`src/rtl/alu_pkg.sv`:
```
// Shared op codes and helpers for the pipelined ALU.
package alu_pkg;

  typedef logic [2:0] op_t;

  localparam op_t OP_ADD   = 3'd0;
  localparam op_t OP_AND   = 3'd1;
  localparam op_t OP_NOT   = 3'd2;
  localparam op_t OP_SUB   = 3'd3;
  localparam op_t OP_OR    = 3'd4;
  localparam op_t OP_XOR   = 3'd5;
  localparam op_t OP_SLT   = 3'd6;
  localparam op_t OP_PASSB = 3'd7;

  // Ops that go through the adder and report a carry.
  function automatic logic is_arith(op_t op);
    return (op == OP_ADD) || (op == OP_SUB) || (op == OP_SLT);
  endfunction

  // Ops that subtract: b is inverted and the low-half carry-in is 1.
  function automatic logic is_subtract(op_t op);
    return (op == OP_SUB) || (op == OP_SLT);
  endfunction

endpackage

```
`src/rtl/pipelined_alu_if.sv`:
```
// Operand/result handshake bundle between operand fetch, the ALU and writeback.
interface pipelined_alu_if #(
  parameter int unsigned WIDTH = 32
);

  logic             in_valid;
  logic             in_ready;
  logic [WIDTH-1:0] a;
  logic [WIDTH-1:0] b;
  alu_pkg::op_t     op;
  logic             out_valid;
  logic             out_ready;
  logic [WIDTH-1:0] result;
  logic             carry_out;
  logic             zero;
  logic             negative;
  logic             overflow;

  // Producer/consumer side of the ALU.
  modport master (
    output in_valid, a, b, op, out_ready,
    input  in_ready, out_valid, result, carry_out, zero, negative, overflow
  );

  // The ALU itself.
  modport slave (
    input  in_valid, a, b, op, out_ready,
    output in_ready, out_valid, result, carry_out, zero, negative, overflow
  );

endinterface

```
`src/rtl/alu_slice.sv`:
```
// Combinational W-bit ALU slice; chained low/high to form the full-width datapath.
module alu_slice
  import alu_pkg::*;
#(
  parameter int unsigned W = 16
) (
  input  logic [W-1:0] a,
  input  logic [W-1:0] b,
  input  op_t          op,
  input  logic         c_in,
  output logic [W-1:0] y,
  output logic         c_out,
  output logic         c_msb_in
);

  logic [W-1:0] b_eff;
  logic [W:0]   sum;

  // Adder with optional b inversion, plus the logic-op mux.
  always_comb begin
    b_eff    = is_subtract(op) ? ~b : b;
    sum      = {1'b0, a} + {1'b0, b_eff} + (W+1)'(c_in);
    c_out    = sum[W];
    c_msb_in = a[W-1] ^ b_eff[W-1] ^ sum[W-1];
    case (op)
      OP_AND:   y = a & b;
      OP_NOT:   y = ~a;
      OP_OR:    y = a | b;
      OP_XOR:   y = a ^ b;
      OP_PASSB: y = b;
      default:  y = sum[W-1:0];
    endcase
  end

endmodule

```
`src/rtl/pipelined_alu.sv`:
```
// Two-stage ALU: low half of the carry chain in stage 1, high half and flags in stage 2.
module pipelined_alu
  import alu_pkg::*;
#(
  parameter int unsigned WIDTH = 32
) (
  input logic            clk,
  input logic            reset,
  pipelined_alu_if.slave bus
);

  localparam int unsigned HALF = WIDTH / 2;

  if ((WIDTH < 4) || ((WIDTH % 2) != 0)) begin : g_width_check
    $error("pipelined_alu: WIDTH must be even and >= 4");
  end

  logic            advance;
  logic            lo_c_in;
  logic [HALF-1:0] lo_y;
  logic            lo_c;
  logic            lo_msb_unused;

  logic            s1_valid;
  logic [HALF-1:0] s1_a_hi;
  logic [HALF-1:0] s1_b_hi;
  logic [HALF-1:0] s1_lo;
  op_t             s1_op;
  logic            s1_c_mid;

  logic [HALF-1:0] hi_y;
  logic            hi_c;
  logic            hi_msb_in;
  logic            hi_ovf;
  logic [WIDTH-1:0] res_next;
  logic            carry_next;
  logic            ovf_next;

  logic             out_valid_reg;
  logic [WIDTH-1:0] result_reg;
  logic             carry_reg;
  logic             zero_reg;
  logic             negative_reg;
  logic             overflow_reg;

  // Global stall: the whole pipe moves only when the output slot frees up.
  always_comb begin
    advance = !reset && (!out_valid_reg || bus.out_ready);
    lo_c_in = is_subtract(bus.op);
  end

  assign bus.in_ready = advance;

  alu_slice #(.W(HALF)) u_lo (
    .a        (bus.a[HALF-1:0]),
    .b        (bus.b[HALF-1:0]),
    .op       (bus.op),
    .c_in     (lo_c_in),
    .y        (lo_y),
    .c_out    (lo_c),
    .c_msb_in (lo_msb_unused)
  );

  // Stage 1: low-half result, mid carry and the high operands.
  always_ff @(posedge clk or posedge reset) begin
    if (reset) begin
      s1_valid <= 1'b0;
      s1_a_hi  <= '0;
      s1_b_hi  <= '0;
      s1_lo    <= '0;
      s1_op    <= OP_ADD;
      s1_c_mid <= 1'b0;
    end else if (advance) begin
      s1_valid <= bus.in_valid;
      if (bus.in_valid) begin
        s1_a_hi  <= bus.a[WIDTH-1:HALF];
        s1_b_hi  <= bus.b[WIDTH-1:HALF];
        s1_lo    <= lo_y;
        s1_op    <= bus.op;
        s1_c_mid <= lo_c;
      end
    end
  end

  alu_slice #(.W(HALF)) u_hi (
    .a        (s1_a_hi),
    .b        (s1_b_hi),
    .op       (s1_op),
    .c_in     (s1_c_mid),
    .y        (hi_y),
    .c_out    (hi_c),
    .c_msb_in (hi_msb_in)
  );

  // Stage 2 combine: full result, SLT from the subtraction sign, carry/overflow flags.
  always_comb begin
    hi_ovf     = hi_msb_in ^ hi_c;
    res_next   = {hi_y, s1_lo};
    if (s1_op == OP_SLT) begin
      res_next = WIDTH'(hi_y[HALF-1] ^ hi_ovf);
    end
    carry_next = is_arith(s1_op) && hi_c;
    ovf_next   = ((s1_op == OP_ADD) || (s1_op == OP_SUB)) && hi_ovf;
  end

  // Stage 2 registers: result and flags, held while the consumer stalls.
  always_ff @(posedge clk or posedge reset) begin
    if (reset) begin
      out_valid_reg <= 1'b0;
      result_reg    <= '0;
      carry_reg     <= 1'b0;
      zero_reg      <= 1'b0;
      negative_reg  <= 1'b0;
      overflow_reg  <= 1'b0;
    end else if (advance) begin
      out_valid_reg <= s1_valid;
      if (s1_valid) begin
        result_reg   <= res_next;
        carry_reg    <= carry_next;
        zero_reg     <= (res_next == '0);
        negative_reg <= res_next[WIDTH-1];
        overflow_reg <= ovf_next;
      end
    end
  end

  assign bus.out_valid = out_valid_reg;
  assign bus.result    = result_reg;
  assign bus.carry_out = carry_reg;
  assign bus.zero      = zero_reg;
  assign bus.negative  = negative_reg;
  assign bus.overflow  = overflow_reg;

endmodule
```
`src/flat_wrapper.sv`:
```
// flat-port wrapper written by rule: the top's interface ports become plain ports
module pipelined_alu_flat import alu_pkg::*;
#(
  parameter int unsigned WIDTH = 32
)
  (clk, reset, bus_in_valid, bus_a, bus_b, bus_op, bus_out_ready, bus_in_ready, bus_out_valid, bus_result, bus_carry_out, bus_zero, bus_negative, bus_overflow);
  pipelined_alu_if #(.WIDTH(WIDTH)) bus_i ();
  input logic clk;
  input logic reset;
  input wire logic [$bits(bus_i.in_valid)-1:0] bus_in_valid;
  input wire logic [$bits(bus_i.a)-1:0] bus_a;
  input wire logic [$bits(bus_i.b)-1:0] bus_b;
  input wire logic [$bits(bus_i.op)-1:0] bus_op;
  input wire logic [$bits(bus_i.out_ready)-1:0] bus_out_ready;
  output wire logic [$bits(bus_i.in_ready)-1:0] bus_in_ready;
  output wire logic [$bits(bus_i.out_valid)-1:0] bus_out_valid;
  output wire logic [$bits(bus_i.result)-1:0] bus_result;
  output wire logic [$bits(bus_i.carry_out)-1:0] bus_carry_out;
  output wire logic [$bits(bus_i.zero)-1:0] bus_zero;
  output wire logic [$bits(bus_i.negative)-1:0] bus_negative;
  output wire logic [$bits(bus_i.overflow)-1:0] bus_overflow;
  assign bus_i.in_valid = bus_in_valid;
  assign bus_i.a = bus_a;
  assign bus_i.b = bus_b;
  assign bus_i.op = bus_op;
  assign bus_i.out_ready = bus_out_ready;
  assign bus_in_ready = bus_i.in_ready;
  assign bus_out_valid = bus_i.out_valid;
  assign bus_result = bus_i.result;
  assign bus_carry_out = bus_i.carry_out;
  assign bus_zero = bus_i.zero;
  assign bus_negative = bus_i.negative;
  assign bus_overflow = bus_i.overflow;
  pipelined_alu #(.WIDTH(WIDTH)) u_core (.clk(clk), .reset(reset), .bus(bus_i));
endmodule
```
`config.mk`:
```
export PLATFORM = sky130hd
export DESIGN_NAME = pipelined_alu_flat
export DESIGN_NICKNAME = d
export VERILOG_FILES = /design/src/rtl/alu_pkg.sv /design/src/rtl/pipelined_alu_if.sv /design/src/rtl/alu_slice.sv /design/src/rtl/pipelined_alu.sv /design/src/flat_wrapper.sv
export SDC_FILE = /design/constraint.sdc
export NUM_CORES = 1
export LEC_CHECK = 0
export ABC_AREA = 1
export CAP_MARGIN = 20
export CORE_MARGIN = 2
export CORE_UTILIZATION = 51
export DETAILED_ROUTE_END_ITERATION = 6
export GPL_ROUTABILITY_DRIVEN = 0
export PLACE_DENSITY = 0.85
export SLEW_MARGIN = 10
export SYNTH_ARGS = -nofsm -noshare
export SYNTH_HDL_FRONTEND = slang
export SYNTH_SLANG_ARGS = --single-unit
```
`constraint.sdc`:
```
create_clock -name clk -period 3.8 [get_ports clk]
set_input_delay 0.76 -clock clk [delete_from_list [all_inputs] [get_ports clk]]
set_output_delay 0.76 -clock clk [all_outputs]
set_load 0.02 [all_outputs]
```
==> metrics.md, run 1 <==
| Metric | Value |
|---|---|
| Clock Tree Buf Depth | 2 |
| Initial antenna violation count | 0 |
| Number of cell rows | 45 |
| Clock Power Share | 0.170 |
| Hold WC Path Type | reg -> reg |
| Final TNS setup | 0 ns |
| R2r setup slk | 0.52 ns |
| Area growth, synth to finish | 20.35% |
| Filler cells | 1289 |
| Worst-path cell chain | clkdlybuf4s50_1 > inv_2 > o21ai_4 > nand2_4 > buf_4 > xor2_1 > ha_1 > a21oi_1 > o21ai_0 > a21oi_1 > nand2_1 > a21oi_1 > nor2_1 > o211ai_1 > nand2_1 |
| DRT Pass-1 Iters | 7 |
| Pwr per Cell Area | 564.0 mW/mm^2 |
| Most frequent cells in the layout | 300 x nand2_1, 137 x inv_1, 108 x clkdlybuf4s50_1 |
| H-tree depth | 3 |
| Register area share after synthesis | 0.2875 |
| Fin crit share | 0.9308 |
| Combinational share of power | 0.546 |
| Commonest non-fill, non-tap cell in the layout | nand2_1 |
| Hold EP | u_core.bus.result[24] |
| Worst path most repeated cell | a21oi_1 |
| Cells after Synth | 1092 |
| Slowest cell on the critical path | clkdlybuf4s50_1 |
| Flop pwr share | 0.284 |
| Largest stage delay, worst path | 0.58 ns |
| Post-CTS Hold Buffers | 0 |
| DRT iter0 DRCs | 642 |
| Leak Pwr | 4.728 nW |
| Cell count of the worst reg-to-reg path | 19 |
| Hold Startpoint | u_core.bus.result[24] |
| Core ar. | 0.01503 sq mm |
| Largest net degree at the start of global routing | 53 |
| EDFF count, synth | 0 |
| FMAX | 282.7 MHz |
| DRT antenna net count | 0 |
| Area leader, netlist | dfrtp_1 |
| Yosys cell types | 44 |
| Number of synthesized register bits | 89 |
| Final Hold Fails | 0 |
| Nets | 1360 |
| Kind of cell adding the most delay to the critical path | compound AO/OA/AOI/OAI gates |
| Kind of critical path | in -> reg |
| CP arrival | 3.77 ns |
| Detailed placement HPWL | 15760 microns |
| Die footprint | 0.01619 sq mm |
| Slew margin rel. | 0.3999 |
| Die X | 127.3 microns |
| Crit path max fanout | 10 |
| Clock latency on the worst-skew pair | 0.36 ns |
| Max reg flops | 31 |
| Synth top area cells | dfrtp_1 29%, ha_1 15%, nand2_1 15% |
| IO buf count | 108 |
| Yosys top cell area share | 0.2875 |
| Worst path required time | 4.04 ns |
| R2r endpoint | u_core.bus.zero |
| CTS sink cnt | 89 |
| Setup bufs post-CTS | 0 |
| CP bufs+invs | 3 |
| Clock slew at the register clock pins of the worst setup and hold paths | 0.06 ns |
| Post-synth ARST share | 1.000 |
| Total number of vias | 7795 |
| Yosys warning count | 0 |
| RR Startpoint | u_core.s1_op[2] |
| Residual DRC count | 0 |
| Net count after synthesis | 1260 |
| CTS Root Cell | clkbuf_16 |
| First-pass GRT wire length | 34820 microns |
| Min Tclk post-route | 3.537 ns |
| Final setup violation count | 0 |
| CP endpoint kind | flip-flop |
| Design Area, Final | 0.009324 sq mm |
| Fraction of layout cells with a size suffix above 1 | 0.04348 |
| DRT Wirelength | 21130 microns |
| N_diodes | 0 |
| Fin Hold WS | 0.4864 ns |
| DR WL/cell | 15.27 microns |
| Worst-Margin Slew | 0.8992 ns |
| Int Power | 2.867 mW |
| Syn_area_per_cell | 7.095 sq um |
| Status | complete, no violations |
| Number of CTS-inserted buffers | 9 |
| Placed inst area | 0.009031 sq mm |
| Synth Cell Area | 0.007747 sq mm |
| Die height | 127.3 microns |
| Clk_skew | 0.01420 ns |
| I/O pin cnt | 109 |
| Initial Util | 0.5154 |
| Cts repair resizes | 0 |
| Hold path depth | 2 |
| Sw power | 2.392 mW |
| Number of global-route vias before repair | 7285 |
| GRT overflow | 0 |
| Pins Over Slew Limit | 0 |
| GRT Util Overall | 0.2660 |
| Via density | 5.632 |
| RSZ-0062 raised after global routing | no |
| Crit start category | input port |
| Maximum VDD drop | 0.0002612 V |
| Primary FF master, synth | dfrtp_1 |
| CTS tree | built |
| Switch share | 0.4549 |
| Max-Cap Viols | 0 |
==> metal layers <==
metal	share of wire	track usage	vias up	wire length [microns]
li1	-	-	3790	-
met1	0.44	0.3562	3591	9323
met2	0.45	0.4279	349	9499
met3	0.070	0.04146	65	1482
met4	0.039	0.1189	0	826
met5	0	0	-	0
==> cell type report <==
type	count	area [sq um]	share of cell area
Clock buffer	9	225.2	0.02415
Multi-Input combinational cell	822	4812	0.5161
Sequential cell	89	2227	0.2389
Clock inverter	6	67.56	0.007246
Tap cell	188	235.2	0.02523
Timing Repair Buffer	125	1209	0.1296
Inverter	145	548.0	0.05878
==> kinds of logic after synthesis <==
| group | share of synthesized area |
|---|---|
| and+or+nand+nor | 0.2508 |
| AOI/OAI and AO/OA | 0.1667 |
| xor gates and xnor gates | 0.04409 |
| adders and majority gates | 0.1596 |
| buffers and inverters | 0.09141 |
| DFF | 0.2875 |
==> synthesized netlist by cell type (all sizes together) (2+ instances only) <==
| master | n |
|---|---|
| nand2 | 303 |
| inv | 142 |
| o21ai | 101 |
| ha | 94 |
| dfrtp | 89 |
| nor2 | 71 |
| nand3 | 65 |
| a21oi | 44 |
| xor2 | 32 |
| buf | 19 |
| clkbuf | 17 |
| nor3 | 15 |
| o22ai | 13 |
| a22oi | 11 |
| nand4 | 11 |
| a221oi | 9 |
| o2111ai | 7 |
| o211ai | 7 |
| xnor2 | 7 |
| o31ai | 6 |
| a211oi | 4 |
| a31oi | 4 |
| a21o | 3 |
| clkinv | 3 |
| fa | 3 |
| a2111oi | 2 |
| nand3b | 2 |
| o21a | 2 |
| o21bai | 2 |
| or2 | 2 |
==> worst min-delay path, stage by stage, from the launching register on <==
cell and delay [ns]:
dfrtp_1 0.34, nand2_1 0.05, o21ai_0 0.06
==> worst max path at each step <==
stage                         start            endpoint  cells after the start
after detailed placement  bus_op[0]    u_core.s1_lo[13]                     15
after CTS                 bus_op[0]    u_core.s1_lo[13]                     15
final                     bus_op[0]    u_core.s1_lo[13]                     15
after global routing      bus_op[0]    u_core.s1_lo[13]                     15
after floorplan               reset  u_core.s1_a_hi[15]                      9
after global placement    bus_op[0]    u_core.s1_lo[14]                     15
==> power by group through the flow <==
stage | Sequential [mW] | Clock, mW | Combinational, mW
6_report | 1.49 | 0.897 | 2.87
5_1_grt | 1.53 | 0.938 | 3.19
4_1_cts | 1.49 | 0.902 | 2.83
3_5_place_dp | 1.49 | 0 | 2.81
3_3_place_gp | 1.49 | 0 | 2.73
2_1_floorplan | 1.62 | 0 | 1.73
==> through the flow <==
step | power [mW] | instances | setup slack (ns) | utilization
3_3_place_gp | 4.223 | 1369 | 0.1752 | 0.6007
3_5_place_dp | 4.302 | 1369 | 0.05505 | 0.6007
5_1_grt | 5.660 | 1384 | 0.1479 | 0.6202
2_1_floorplan | 3.349 | 1092 | 0.1270 | -
6_report | 5.259 | 1384 | 0.2629 | 0.6202
4_1_cts | 5.223 | 1384 | 0.4266 | 0.6202
Note: power is estimated with default switching activity, not from simulation.
==> run 2: changes to the inputs <==
--- a/config.mk
+++ b/config.mk
@@ -12,6 +12,7 @@
 export DETAILED_ROUTE_END_ITERATION = 6
 export GPL_ROUTABILITY_DRIVEN = 0
 export PLACE_DENSITY = 0.85
+export RECOVER_POWER = 50
 export SLEW_MARGIN = 10
 export SYNTH_ARGS = -nofsm -noshare
 export SYNTH_HDL_FRONTEND = slang
==> constraint.sdc (replaced) <==
create_clock -name clk -period 3.8 [get_ports clk]
set_input_delay 1.14 -clock clk [delete_from_list [all_inputs] [get_ports clk]]
set_output_delay 1.14 -clock clk [all_outputs]
set_load 0.02 [all_outputs]
==> run 2 against run 1 <==
Net effect:
- critical path depth fell by 10
- wire length decreased by 0.34%
- design area rose by 1.7%
- power up 0.26%
- critical path type is now in -> out
- largest power group unchanged
- highest routed layer unchanged
==> metrics.md, run 2 (synthesis results as in run 1) <==
| Metric | Value |
|---|---|
| Status | complete, no violations |
| Slew margin rel. | 0.05195 (-0.3479) |
| Design Area, Final | 0.009484 sq mm (+1.7%) |
| Clk_skew | 0.01237 ns (-0.001827 ns) |
| Placed inst area | 0.009199 sq mm (+1.9%) |
| RSZ-0062 raised after global routing | no |
| Most frequent cells in the layout | 300 x nand2_1, 137 x inv_1, 94 x ha_1 |
| Die height | 127.3 microns (unchanged) |
| CP arrival | 2.54 ns (-1.23 ns) |
| Pins Over Slew Limit | 0 (unchanged) |
| Number of global-route vias before repair | 7436 (+2.1%) |
| Residual DRC count | 0 (unchanged) |
| Kind of critical path | in -> out |
| Hold path depth | 2 (unchanged) |
| Kind of cell adding the most delay to the critical path | buffers and inverters |
| Cell count of the worst reg-to-reg path | 20 (+1) |
| DR WL/cell | 15.00 microns (-1.8%) |
| Total number of vias | 7787 (-0.10%) |
| Worst-Margin Slew | 1.422 ns (+0.5228 ns) |
| Number of CTS-inserted buffers | 9 (unchanged) |
| Final Hold Fails | 0 (unchanged) |
| GRT Util Overall | 0.2647 (-0.001312) |
| Detailed placement HPWL | 15740 microns (-0.14%) |
| Worst path required time | 2.66 ns (-1.38 ns) |
| Hold EP | u_core.bus.zero |
| Hold WC Path Type | reg -> reg |
| Leak Pwr | 4.892 nW (+3.5%) |
| Largest net degree at the start of global routing | 60 (+13%) |
| I/O pin cnt | 109 (unchanged) |
| Final TNS setup | 0 ns (unchanged) |
| H-tree depth | 3 (unchanged) |
| Commonest non-fill, non-tap cell in the layout | nand2_1 |
| Min Tclk post-route | 3.680 ns (+0.1430 ns) |
| IO buf count | 108 (unchanged) |
| Clock Power Share | 0.179 (+0.009) |
| R2r setup slk | 0.58 ns (+0.06 ns) |
| Nets | 1379 (+1.4%) |
| R2r endpoint | u_core.bus.zero |
| CP endpoint kind | output port |
| CTS tree | built |
| Worst-path cell chain | dlygate4sd3_1 > clkinvlp_2 > o21ai_0 > clkinv_1 > dlymetal6s2s_1 |
| Core ar. | 0.01503 sq mm (unchanged) |
| Largest stage delay, worst path | 0.54 ns (-0.04 ns) |
| Post-CTS Hold Buffers | 0 (unchanged) |
| DRT antenna net count | 0 (unchanged) |
| First-pass GRT wire length | 35020 microns (+0.59%) |
| Max-Cap Viols | 0 (unchanged) |
| Initial antenna violation count | 0 (unchanged) |
| Setup WS pre-CTS | -0.1018 ns (-0.1568 ns) |
| Hold Startpoint | u_core.bus.zero |
| DRT iter0 DRCs | 693 (+7.9%) |
| Initial Util | 0.5154 (unchanged) |
| Sw power | 2.409 mW (+0.70%) |
| CP bufs+invs | 4 (+1) |
| Pwr per Cell Area | 555.9 mW/mm^2 (-1.4%) |
| RR Startpoint | u_core.s1_op[0] |
| Area growth, synth to finish | 22.42% |
| Maximum VDD drop | 0.0003105 V (+19%) |
| Clock latency on the worst-skew pair | 0.35 ns (about the same) |
| CTS Root Cell | clkbuf_16 |
| Max reg flops | 31 (unchanged) |
| Crit start category | input port |
| Worst Setup Slack, final | 0.1199 ns (-0.1430 ns) |
| N_diodes | 0 (unchanged) |
| Combinational share of power | 0.542 (-0.004) |
| DRT Pass-1 Iters | 5 (-2) |
| DRT Wirelength | 21060 microns (-0.34%) |
| Fin crit share | 0.9685 (+0.03763) |
| Switch share | 0.4569 (+0.001990) |
| Final setup violation count | 0 (unchanged) |
| Int Power | 2.864 mW (-0.11%) |
| Clock Tree Buf Depth | 2 (unchanged) |
| Clock slew at the register clock pins of the worst setup and hold paths | 0.07 ns (about the same) |
| Final Power | 5.273 mW (+0.26%) |
| Number of cell rows | 45 (unchanged) |
| CTS sink cnt | 89 (unchanged) |
| Fraction of layout cells with a size suffix above 1 | 0.05592 (+0.01244) |
| Crit path max fanout | 4 (-6) |
| GRT overflow | 0 (unchanged) |
| Die footprint | 0.01619 sq mm (unchanged) |
| Via density | 5.546 (-1.5%) |
| Final Util | 0.6309 (+0.01065) |
| Flop pwr share | 0.280 (-0.004) |
| FMAX | 271.7 MHz (-3.9%) |
| Die X | 127.3 microns (unchanged) |
| Slowest cell on the critical path | dlygate4sd3_1 |
| Filler cells | 1270 (-1.5%) |
-- run 2: cell count changes in the layout (fill, tap and decap cells not counted), moves of 3 or more --
cell and delta:
buf_4 +13, clkbuf_1 +3, dlygate4sd3_1 +38, clkdlybuf4s50_1 -39
-- run 2: worst register-to-register path: stages (launching register included) --
cell	delay, ns
dfrtp_1	0.47
inv_2	0.11
nand3_1	0.10
o21ai_2	0.11
buf_4	0.31
xor2_1	0.18
ha_1	0.32
a21oi_1	0.29
nand2_1	0.12
nand2_1	0.10
nand2_1	0.12
a21oi_1	0.25
nand2_1	0.09
nand2_1	0.09
inv_1	0.06
nand2_1	0.06
nand2_1	0.04
nand2_1	0.05
nand2_1	0.10
nand4_1	0.10
nand2_1	0.05
-- run 2: power by group through the flow --
stage                     Combinational [mW]  Clock, mW  Sequential (mW)
after global routing                    3.20      0.989             1.51
after floorplan                         1.73          0             1.62
after global placement                  2.78          0             1.48
after detailed placement                2.85          0             1.49
after CTS                               2.89      0.947             1.48
final                                   2.86      0.942             1.47
-- run 2: how the worst max path moves through the flow --
stage	slack [ns]	start	endpoint	cells after the start
5_1_grt	0.006	bus_op[0]	u_core.s1_lo[13]	15
3_3_place_gp	-0.04	bus_op[0]	u_core.s1_lo[10]	15
3_5_place_dp	-0.10	bus_op[0]	u_core.s1_c_mid	15
4_1_cts	0.06	reset	bus_in_ready	5
6_report	0.12	reset	bus_in_ready	5
2_1_floorplan	-0.31	reset	bus_in_ready	3
-- run 2: area by class of cell --
cell class | instances | area, sq um | share of cell area
clock buffer | 10 | 239.0 | 0.02520
clock inverter | 6 | 72.57 | 0.007652
inverter | 145 | 545.5 | 0.05752
multi-input combinational | 822 | 4812 | 0.5074
sequential | 89 | 2227 | 0.2348
tap | 188 | 235.2 | 0.02480
timing repair buffer | 144 | 1353 | 0.1426
-- run 2: repair_timing --
action / in CTS / in global routing
setup buffers: 0 / 0
endpoints found under the hold margin: 0 / 0
setup endpoints to repair: 0 / 1
gates resized for setup: 0 / 1
-- run 2: per-stage QoR --
step / cells / hold WS (ns)
after global placement: 1387 / 0.4655
after global routing: 1404 / 0.5172
after floorplan: 1092 / 0.4492
final: 1404 / 0.4853
after detailed placement: 1388 / 0.4745
after CTS: 1404 / 0.4923
-- run 2: per-layer routing --
metal	routed length, microns	vias up	global-route usage	part of all wire
met1	9476	3586	0.3595	0.45
met4	702	0	0.1131	0.033
li1	-	3834	-	-
met5	0	-	0	0
met3	1432	52	0.03727	0.068
met2	9447	315	0.4250	0.45
==> run 3: changes to the inputs <==
--- a/config.mk
+++ b/config.mk
@@ -8,10 +8,11 @@
 export ABC_AREA = 1
 export CAP_MARGIN = 20
 export CORE_MARGIN = 2
-export CORE_UTILIZATION = 51
+export CORE_UTILIZATION = 40
+export CTS_BUF_LIST = sky130_fd_sc_hd__clkbuf_2 sky130_fd_sc_hd__clkbuf_4 sky130_fd_sc_hd__clkbuf_8
 export DETAILED_ROUTE_END_ITERATION = 6
 export GPL_ROUTABILITY_DRIVEN = 0
-export PLACE_DENSITY = 0.85
+export PLACE_DENSITY = 0.71
 export RECOVER_POWER = 50
 export SLEW_MARGIN = 10
 export SYNTH_ARGS = -nofsm -noshare
==> run 3 against run 2 <==
Net effect:
- core utilization decreased by 12 points
- register-to-register slack got worse by 0.13 ns
- first-iteration DRC count decreased by 19%
- wire length increased by 2.8%
- design area increased by 0.47%
- final cell count increased by 5.4%
- sequential cell count unchanged
- clock power decreased by 27%
- sequential share of layout area decreased by 0.11 points
- highest routed layer unchanged
- worst hold slack improved by 0.0041 ns
==> metrics.md, run 3 (synthesis results as in run 1) <==
| Metric | Value |
|---|---|
| Status | complete, no violations |
| IO buf count | 108 (unchanged) |
| Clock Tree Buf Depth | 2 (unchanged) |
| Die height | 143.2 microns (+13%) |
| Die footprint | 0.02050 sq mm (+27%) |
| GR met1 Demand/Resource | 0.3018 (-0.05777) |
| I/O pin cnt | 109 (unchanged) |
| H-tree depth | 3 (unchanged) |
| Hold Startpoint | u_core.bus.result[14] |
| Commonest non-fill, non-tap cell in the layout | nand2_1 |
| Maximum VDD drop | 0.0002099 V (-32%) |
| Crit path max fanout | 4 (unchanged) |
| Core ar. | 0.01883 sq mm (+25%) |
| Pwr per Cell Area | 525.9 mW/mm^2 (-5.4%) |
| GRT Util Overall | 0.2209 (-0.04383) |
| Setup bufs post-CTS | 0 (unchanged) |
| GR Util met3 | 0.03085 (-0.006418) |
| First-pass GRT wire length | 36060 microns (+3.0%) |
| DRT Wirelength | 21650 microns (+2.8%) |
| GR peak layer | met2 |
| Pins Over Slew Limit | 0 (unchanged) |
| Clock latency on the worst-skew pair | 0.38 ns (+0.03 ns) |
| GRT overflow | 0 (unchanged) |
| Max reg flops | 31 (unchanged) |
| Final Power | 5.011 mW (-5.0%) |
| Min Tclk post-route | 3.720 ns (+0.03941 ns) |
| Max-Cap Viols | 0 (unchanged) |
| Clock slew at the register clock pins of the worst setup and hold paths | 0.09 ns (+0.02 ns) |
| Detailed placement HPWL | 16700 microns (+6.1%) |
| Worst Setup SP | reset |
| Fraction of layout cells with a size suffix above 1 | 0.06066 (+0.004735) |
| Total number of vias | 7658 (-1.7%) |
| CTS sink cnt | 89 (unchanged) |
| Number of cell rows | 50 (+11%) |
| Filler cells | 1856 (+46%) |
| FMAX | 268.9 MHz (-1.1%) |
| CTS Root Cell | clkbuf_8 |
| Largest stage delay, worst path | 0.54 ns (about the same) |
| CP bufs+invs | 4 (unchanged) |
| Initial Util | 0.4114 (-0.1039) |
| DRT antenna net count | 0 (unchanged) |
| Via density | 5.174 (-6.7%) |
| DR WL/cell | 14.63 microns (-2.5%) |
| Slew margin rel. | 0.05327 (+0.001317) |
| Leak Pwr | 4.877 nW (-0.32%) |
| RR Startpoint | u_core.s1_op[1] |
| Initial antenna violation count | 0 (unchanged) |
| Kind of critical path | in -> out |
| Residual DRC count | 0 (unchanged) |
| Nets | 1383 (+0.29%) |
| Global routing met2 resource utilization | 0.3468 (-0.07828) |
| Cts repair resizes | 0 (unchanged) |
| DRT Pass-1 Iters | 6 (+1) |
| CP endpoint kind | output port |
| CTS tree | built |
| Worst path most repeated cell | clkdlybuf4s50_1 |
| CP arrival | 2.58 ns (+0.04 ns) |
| Hold WC Path Type | reg -> reg |
| Kind of cell adding the most delay to the critical path | buffers and inverters |
| Clk_skew | 0.01233 ns (-0.00004060 ns) |
| N_diodes | 0 (unchanged) |
| Number of CTS-inserted buffers | 9 (unchanged) |
| Worst path required time | 2.66 ns (about the same) |
| Slowest cell on the critical path | clkdlybuf4s50_1 |
| Worst-Margin Slew | 1.420 ns (-0.001976 ns) |
| Most frequent cells in the layout | 300 x nand2_1, 137 x inv_1, 94 x ha_1 |
| Number of global-route vias before repair | 7363 (-0.98%) |
| Final Hold Fails | 0 (unchanged) |
| Post-CTS Hold Buffers | 0 (unchanged) |
| Worst-path cell chain | clkdlybuf4s50_1 > clkinvlp_4 > o21ai_1 > inv_2 > clkdlybuf4s50_1 |
| Final setup violation count | 0 (unchanged) |
| Fin crit share | 0.9788 (+0.01037) |
| RSZ-0062 raised after global routing | no |
| Largest net degree at the start of global routing | 59 (-1.7%) |
| Crit start category | input port |
| Area growth, synth to finish | 23.00% |
| Die X | 143.2 microns (+13%) |
| DRT iter0 DRCs | 558 (-19%) |
| Final Util | 0.5060 (-0.1248) |
run 3: metal layers:
layer	share of wire	up-vias	wire length, microns
met5	0	-	0
met4	0.036	0	789
met3	0.064	47	1382
met2	0.44	282	9487
met1	0.46	3487	9987
li1	-	3842	-
run 3: worst paths after layout:
| path | to | slack, ns | cells past startpoint |
|---|---|---|---|
| worst max-delay path | bus_in_ready | 0.08 | 5 |
| worst min-delay path | u_core.bus.result[14] | 0.49 | 2 |
| worst max register to register | u_core.bus.zero | 0.45 | 20 |
| worst min register to register | u_core.bus.result[14] | 0.49 | 2 |
| max in group asynchronous | u_core.bus.result[17] | 0.76 | 4 |
| min in group asynchronous | u_core.s1_b_hi[4] | 1.30 | 3 |
run 3: stage by stage:
stage | instance area [sq um] | TNS [ns] | hold WS, ns | instances | setup slack, ns
finish | 9529 | 0 | 0.4894 | 1480 | 0.08047
global route | 9529 | 0 | 0.5192 | 1480 | 0.0005418
CTS | 9538 | 0 | 0.4911 | 1480 | 0.06341
detailed placement | 9339 | -0.5145 | 0.4704 | 1464 | -0.07313
global placement | 9311 | -0.07624 | 0.4633 | 1463 | -0.03412
floorplan | 7751 | -3.331 | 0.4492 | 1092 | -0.3120
run 3: power breakdown:
part,switching (mW),internal [mW]
Clock,0.372,0.314
Sequential,0.255,1.23
Combinational,1.73,1.11
run 3: final cells by class:
type,count,area (sq um),area share
Clock buffer,10,131.4,0.01379
Multi-Input combinational cell,822,4810,0.5047
Tap cell,260,325.3,0.03414
Clock inverter,6,67.56,0.007090
Timing Repair Buffer,148,1420,0.1490
Inverter,145,548.0,0.05751
Sequential cell,89,2227,0.2337
run 3: worst min-delay path, cell delays in order (launching register included):
cell	delay, ns
dfrtp_1	0.36
nand2_1	0.05
nand2_1	0.05
